$ cat src/rtl/truth_table_pkg.sv
// rtl/truth_table_pkg.sv - shared types and constants for the truth-table sweeper
package truth_table_pkg;

    typedef enum logic [1:0] {
        ST_IDLE,
        ST_SETTLE,
        ST_SAMPLE,
        ST_DONE
    } state_t;

    localparam int N_ROWS = 8;
    localparam int TT_W   = 8;

    // Row 000 lands in the MSB so the code reads like a standard truth-table hex value.
    function automatic logic [2:0] row_bit_pos(input logic [2:0] row);
        return 3'(N_ROWS - 1) - row;
    endfunction

endpackage

$ cat src/rtl/tt_settle_timer.sv
// rtl/tt_settle_timer.sv - load/count-down timer that flags the last settle cycle
module tt_settle_timer #(
    parameter int SETTLE_CYCLES = 4,
    parameter int CNT_W         = 3
) (
    input  logic clk,
    input  logic rst,
    input  logic load,
    input  logic en,
    output logic expire
);

    generate
        if (SETTLE_CYCLES < 1) begin : g_bad_settle
            $error("SETTLE_CYCLES must be at least 1");
        end
        if ((2 ** CNT_W) < SETTLE_CYCLES) begin : g_bad_width
            $error("CNT_W too narrow for SETTLE_CYCLES");
        end
    endgenerate

    // Loading SETTLE_CYCLES-1 makes expire fire on the SETTLE_CYCLES-th enabled cycle.
    localparam logic [CNT_W-1:0] LOAD_VAL = CNT_W'(SETTLE_CYCLES - 1);

    logic [CNT_W-1:0] count;

    // Count down while enabled; a load always wins so back-to-back rows restart cleanly.
    always_ff @(posedge clk) begin
        if (rst) begin
            count <= '0;
        end else if (load) begin
            count <= LOAD_VAL;
        end else if (en && (count != '0)) begin
            count <= count - CNT_W'(1);
        end
    end

    assign expire = en && (count == '0);

endmodule

$ cat src/rtl/truth_table_sweeper.sv
// rtl/truth_table_sweeper.sv - sweeps a 3-input gate through all rows and grades its truth table
module truth_table_sweeper
    import truth_table_pkg::*;
#(
    parameter int SETTLE_CYCLES = 4,
    parameter int CNT_W         = 3
) (
    input  logic            clk,
    input  logic            rst,
    input  logic            start,
    input  logic [TT_W-1:0] expected,
    output logic            dut_in1,
    output logic            dut_in2,
    output logic            dut_in3,
    input  logic            dut_out,
    output logic            busy,
    output logic            done,
    output logic [TT_W-1:0] tt_out,
    output logic            pass,
    output logic [TT_W-1:0] mismatch_mask
);

    state_t          state;
    state_t          state_next;
    logic [2:0]      row;
    logic [TT_W-1:0] capture;
    logic [TT_W-1:0] capture_next;
    logic [TT_W-1:0] exp_q;
    logic            start_ok;
    logic            timer_load;
    logic            timer_expire;
    logic            last_row;

    assign last_row = (row == 3'(N_ROWS - 1));

    tt_settle_timer #(
        .SETTLE_CYCLES(SETTLE_CYCLES),
        .CNT_W        (CNT_W)
    ) u_settle_timer (
        .clk   (clk),
        .rst   (rst),
        .load  (timer_load),
        .en    (state == ST_SETTLE),
        .expire(timer_expire)
    );

    // State register.
    always_ff @(posedge clk) begin
        if (rst) begin
            state <= ST_IDLE;
        end else begin
            state <= state_next;
        end
    end

    // Next-state logic; start is only honoured when no sweep is in flight.
    always_comb begin
        state_next = state;
        start_ok   = 1'b0;
        timer_load = 1'b0;
        case (state)
            ST_IDLE, ST_DONE: begin
                if (start) begin
                    start_ok   = 1'b1;
                    timer_load = 1'b1;
                    state_next = ST_SETTLE;
                end else begin
                    state_next = ST_IDLE;
                end
            end
            ST_SETTLE: begin
                if (timer_expire) begin
                    state_next = ST_SAMPLE;
                end
            end
            ST_SAMPLE: begin
                if (last_row) begin
                    state_next = ST_DONE;
                end else begin
                    timer_load = 1'b1;
                    state_next = ST_SETTLE;
                end
            end
            default: state_next = ST_IDLE;
        endcase
    end

    // Capture register with the current sample merged in, so DONE sees the final row.
    always_comb begin
        capture_next = capture;
        capture_next[row_bit_pos(row)] = dut_out;
    end

    // Row counter, capture and registered results.
    always_ff @(posedge clk) begin
        if (rst) begin
            row           <= '0;
            capture       <= '0;
            exp_q         <= '0;
            tt_out        <= '0;
            pass          <= 1'b0;
            mismatch_mask <= '0;
        end else if (start_ok) begin
            row           <= '0;
            capture       <= '0;
            exp_q         <= expected;
            tt_out        <= '0;
            pass          <= 1'b0;
            mismatch_mask <= '0;
        end else if (state == ST_SAMPLE) begin
            capture <= capture_next;
            if (last_row) begin
                tt_out        <= capture_next;
                pass          <= (capture_next == exp_q);
                mismatch_mask <= capture_next ^ exp_q;
            end else begin
                row <= row + 3'd1;
            end
        end
    end

    assign busy                        = (state == ST_SETTLE) || (state == ST_SAMPLE);
    assign done                        = (state == ST_DONE);
    assign {dut_in1, dut_in2, dut_in3} = busy ? row : 3'b000;

endmodule

$ cat config.mk
export PLATFORM = sky130hd
export DESIGN_NAME = truth_table_sweeper
export DESIGN_NICKNAME = d
export VERILOG_FILES = /design/src/rtl/truth_table_pkg.sv /design/src/rtl/tt_settle_timer.sv /design/src/rtl/truth_table_sweeper.sv
export SDC_FILE = /design/constraint.sdc
export NUM_CORES = 1
export LEC_CHECK = 0
export CAP_MARGIN = 0
export CORE_AREA = 3 3 75 77
export CTS_CLUSTER_DIAMETER = 150
export DETAILED_ROUTE_END_ITERATION = 10
export DIE_AREA = 0 0 78 80
export PLACE_DENSITY = 0.65
export SLEW_MARGIN = 15
export SYNTH_ARGS = -nofsm -noshare
export SYNTH_HDL_FRONTEND = slang
export SYNTH_HIERARCHICAL = 1
export SYNTH_SLANG_ARGS = --single-unit
$ cat constraint.sdc
create_clock -name clk -period 3 [get_ports clk]
set_input_delay 0.45 -clock clk [delete_from_list [all_inputs] [get_ports clk]]
set_output_delay 0.45 -clock clk [all_outputs]
set_load 0.01 [all_outputs]
## Yosys cells after proc, flatten, opt, wreduce, memory -nomap -nowiden

Cells that the tools add are included.

- Input bits: 12
- Output and inout port bits: 22
- Word-level logic and storage cells: 49
- Bits in registers: 41

- $add $sub $neg: 3
- Mux-type cells: 14
- Equality and inequality tests: 6
- Reductions and logical operators: 13
- Magnitude comparators: 2
- Bitwise logic cells: 2

Operator list:

| operator | count |
|---|---|
| 8-bit bitwise mux | 1 |
| 8-bit == test | 1 |
| 2-bit two-way mux | 4 |
| 8-bit bitwise XOR | 1 |
| 2-bit one-hot mux with 3 select lines | 1 |
| 2-bit OR reduction | 3 |
| 1-bit two-way mux | 5 |
| 2-bit == test, second input constant | 2 |
| 3-bit by 4-bit < comparator with 1-bit output, second input constant | 1 |
| 2-bit AND reduction | 2 |
| 3-bit by 1-bit adder with 3-bit output, second input constant | 1 |
| 1-bit demux with 3-bit select | 1 |
| 3-bit == test, second input constant | 1 |
| 3-bit by 1-bit greater-or-equal comparator with 1-bit output, second input constant | 1 |
| 1-bit logical AND | 3 |
| 3-bit zero test | 1 |
| 3-bit two-way mux | 1 |
| 3-bit nonzero test | 1 |
| 3-bit by 1-bit subtractor with 3-bit output, second input constant | 1 |
| 3-bit subtractor, first input constant | 1 |
| 2-bit by 1-bit == test with 1-bit output, second input constant | 1 |
| 2-bit zero test | 1 |
| 2-bit inequality test, second input constant | 1 |
| 1-bit one-hot mux with 2 select lines | 1 |
| 3 further kinds | 3 |

## Longest topological paths before layout

- Depth in word-level cells: 7
- Gate-level depth with buffers: 8
- Gate-level depth less buffers: 8

## Hierarchy

Netlist, hierarchy kept.

By module, submodules not included:

| module | sequential area each (µm²) | cells an instance | area each (µm²) | instances |
|---|---|---|---|---|
| truth_table_sweeper | 760.7 | 209 | 1813.0 | 1 |
| tt_settle_timer | 60.1 | 20 | 190.2 | 1 |

## Worst setup path after synthesis

OpenSTA, ideal clock, no wires.

- Kind: reg-to-reg
- From: reg state[0]
- To: reg u_settle_timer.count[1]
- Arrival: 1.755 ns
- Buffers on the path: 1
- Setup slack: 1.172 ns
- Cell stages (with the launch flop): 9
- Setup time: 0.073 ns
- Required time: 2.927 ns
- Clock period less this slack: 1.828 ns
- Path through: dfxtp_1 > inv_1 > ha_1 > and2_1 > clkbuf_1 > nor2_1 > nor2_1 > and4b_1 > nor3_2

- Longest elaborated chain between the ends: 4
- Elaborated cells between the ends (all ways): 9
- Classes of those cells: eq/ne: 3; mux: 2; reduce/logical: 4

Ends and longest elaborated chain:

| element | line | text |
|---|---|---|
| start, declared | truth_table_sweeper.sv:23 | `state_t state;` |
| start signal, assigned | truth_table_sweeper.sv:52 | `state <= state_next;` |
| 2-bit == test or 2-bit zero test (tied branches) | truth_table_sweeper.sv:61 | `case (state)` |
| 2-bit OR reduction | truth_table_sweeper.sv:61 |  |
| 1-bit one-hot mux with 2 select lines (*) | truth_table_sweeper.sv:61 |  |
| named net timer_load | truth_table_sweeper.sv:30 | `logic timer_load;` |
| 2-bit two-way mux or 2-bit nonzero test (tied branches) | -- |  |
| end signal, assigned | tt_settle_timer.sv:34 | `count <= count - CNT_W'(1);` |
| end, declared | tt_settle_timer.sv:25 | `logic [CNT_W-1:0] count;` |

The timed path passes the listed nets; every way through them passes the cells marked *.
A chain may end at the register's enable or synchronous reset.

## Final worst setup path

- From: reg row[2]
- To: out dut_in1

- Longest elaborated chain between the ends: 1

Ends and longest elaborated chain:

| element | line | text |
|---|---|---|
| start, declared | truth_table_sweeper.sv:25 | `logic [2:0] row;` |
| start signal, assigned | truth_table_sweeper.sv:117 | `row <= row + 3'd1;` |
| 3-bit two-way mux | truth_table_sweeper.sv:124 | `assign {dut_in1, dut_in2, dut_in3} = busy ? row : 3'b000;` |
| end, declared | truth_table_sweeper.sv:12 | `output logic dut_in1,` |

No other way between the ends.

==> metrics.md <==
| Metric | Value |
|---|---|
| Hold Crit Start | tt_out[6] |
| Yosys reg bits | 41 |
| Area contributors post-synth | dfxtp_1, mux2i_1, nand2_1, ha_1, nor2_1 |
| Post-Syn Instances | 229 |
| N_diodes | 0 |
| Vias in the first global route | 1399 |
| Clock power share | 37.6% |
| YS warnings | 6 |
| Arrival @ worst endpoint | 1.85 ns |
| Ratio of cells with drive above 1 in the final layout | 5.91% |
| Switching share of total power | 24.0% |
| R2R Path End | u_settle_timer/count[1] |
| Pwr dens | 462 nW/um^2 |
| Nets@finish | 274 |
| Average routed wire per standard cell | 12.4 um |
| Num CTS Buffers | 5 |
| Max_cap viols | 0 |
| Core area | 5070 sq um |
| Critical-path maximum fanout | 19 |
| Run status | completed |
| Final wirelength | 4010 um |
| Die area | 6240 sq um |
| Die Ht | 80 um |
| Post-synthesis area per instance | 8.75 sq um |
| Clock skew | 0.00969 ns |
| Slew margin rel. | 49.7% |
| I/O Pins | 34 |
| Critical Path Source | row[2] |
| Register area share after synthesis | 41.0% |
| RSZ-0062 raised after global routing | no |
| Initial antenna violation count | 0 |
| Max-slew violation count | 0 |
| Hold buffers post-CTS | 0 |
| Final Hold Fails | 0 |
| Post-route ant nets | 0 |
| Syn Std Cell Area | 2000 sq um |
| HPWL after detailed placement | 2890 um |
| Drt first pass iters | 4 |
| Xor and xnor area share after synthesis | 3.94% |
| Global-route wire length before repair | 6670 um |
| CP endpoint kind | output pin |
| Yosys cell types | 35 |
| Share of the synthesized area in the top cell type | 41.0% |
| F_max | 0.434 GHz |
| Prevailing post-synth register cell | dfxtp_1 |
| Cells on worst reg2reg path | 7 |
| Synth Area in Compound Gates | 9.49% |
| Main combinational cell family by area after synthesis | simple AND/OR/NAND/NOR gates |
| Crit share post-route | 76.8% |
| CTS Buffer Depth | 2 |
| Register share of total power | 50.5% |
| R2r startpoint | row[0] |
| Number of buffers added on ports | 33 |
| Resize count post-CTS | 0 |
| Async S/R FF share, synth | 0% |
| Worst Setup Start Kind | flip-flop |
| Post-route DRC | 0 |
| Worst hold path cell count | 2 |
| Final TNS setup | 0 ns |
| Post CTS Setup Buffer Count | 0 |
| CTS tree | done |
| Gp weighted congestion | 0.794 |
| Cell Rows | 26 |
| Slew @ Worst Pin | 0.754 ns |
| Clk root buf | clkbuf_8 |
| Worst path required time | 2.55 ns |
| Clk_lat worst skew | 0.29 ns |
| Synth Area in Adders | 5.00% |
| P&R area growth vs syn | 22.1% |
| Hold WC Path Type | flip-flop to flip-flop |
| Clock Sink Count | 41 |
| Post-Syn Nets | 249 |
| Peak supply drop | 293 uV |
| WS Path Type | flip-flop to output pin |
| Leakage | 0.945 nW |
| Initial Util | 39.5% |
| Min-Delay Endpoint | tt_out[6] |
| Global-route usage over all layers | 13.7% |
| Clock transition at the registers of the reported paths | 0.08 ns |
| Most frequent cells in the layout | nand2_1, dfxtp_1, clkdlybuf4s50_1 |
| Internal power | 0.860 mW |
| Final setup violation count | 0 |
| P_sw | 0.271 mW |
| Total chip power | 1.13 mW |
| Post-Synth Simple-Gate Area | 25.5% |
| Pin count of the biggest net entering global routing | 29 |
| Detailed-route via count | 1561 |
| Mux share of post-synthesis cell area | 9.68% |
| CTS H-tree depth | 2 |
| Via density | 4.82 |
| Starting DRC count in detailed routing | 73 |
| Minimum clock period | 2.30 ns |
| Die width | 78 um |
| Area leader, netlist | dfxtp_1 |
| Grt total ovfl | 0 |
| EDFF count, synth | 0 |
| Combinational Power Share | 11.9% |
| R2R setup slack | 0.80 ns |
[layout make-up]
| type | instances | area (sq um) |
|---|---|---|
| multi-input combinational | 166 | 1070 |
| clock buffer | 5 | 68.8 |
| tap | 70 | 87.6 |
| fill | 501 | 2630 |
| clock inverter | 2 | 35.0 |
| inverter | 6 | 22.5 |
| timing repair buffer | 34 | 338 |
| sequential | 41 | 821 |
[per-stage QoR]
| step | area, sq um | cells | hold slack (ns) | utilization, % | setup slack, ns |
|---|---|---|---|---|---|
| floorplan | 2000 | 229 | 0.444 | - | 1.17 |
| global placement | 2340 | 317 | 0.444 | 46.2 | 0.707 |
| detailed placement | 2340 | 317 | 0.450 | 46.2 | 0.703 |
| CTS | 2450 | 324 | 0.461 | 48.2 | 0.691 |
| global route | 2450 | 324 | 0.476 | 48.2 | 0.601 |
| finish | 2450 | 324 | 0.457 | 48.2 | 0.696 |
[power by group through the flow]
stage / clock network (mW) / logic (mW) / registers (mW)
6_report: 0.425 / 0.134 / 0.571
5_1_grt: 0.462 / 0.151 / 0.573
4_1_cts: 0.437 / 0.136 / 0.571
3_5_place_dp: 0 / 0.135 / 0.584
3_3_place_gp: 0 / 0.134 / 0.583
2_1_floorplan: 0 / 0.0963 / 0.580
[state kept, by name (all words and copies together) (netlist names)]
register and flops:
pass 1, exp_q 8, state 2, row 3, tt_out 8, u_settle_timer/count 3
mismatch_mask 8, capture 8
[Yosys cell counts (2+ instances only)]
cell type	instances
buf_1	2
buf_2	3
nand3_1	4
nor2_1	25
clkbuf_1	8
nand2_1	41
nand3b_4	2
xnor2_1	9
a21oi_1	18
dfxtp_1	41
nor3_1	4
inv_1	6
nor3b_1	4
a211oi_1	10
buf_6	3
nor4b_1	2
nor2b_1	5
mux2i_1	18
ha_1	8
[worst max-delay path by stage]
stage,end,cells after the start
global placement,pass,6
floorplan,u_settle_timer/count[1],8
CTS,dut_in1,2
global route,u_settle_timer/count[1],7
finish,dut_in1,2
detailed placement,pass,6
[cells by family (layout without fill, tap and decap cells)]
group	Yosys count	count (layout)
simple gates	99	99
flops	41	41
compound gates	31	31
buf+inv	22	47
mux	19	19
xor+xnor	9	9
fa+ha+maj	8	8
[metal layers]
layer | wire length (um) | part of all wire (%) | GRT usage, % | vias up
met3 | 200 | 5.0 | 4.18 | 6
met5 | 0 | 0 | 0 | -
met2 | 1810 | 45 | 20.5 | 35
met4 | 51 | 1.3 | 4.72 | 0
li1 | - | - | - | 821
met1 | 1950 | 49 | 18.7 | 699
[critical path, stage by stage, from the launching register on]
cell and delay (ns):
dfxtp_1 0.77, nor2b_1 0.24, clkdlybuf4s50_1 0.55
Power figures use the tool's default switching activity.
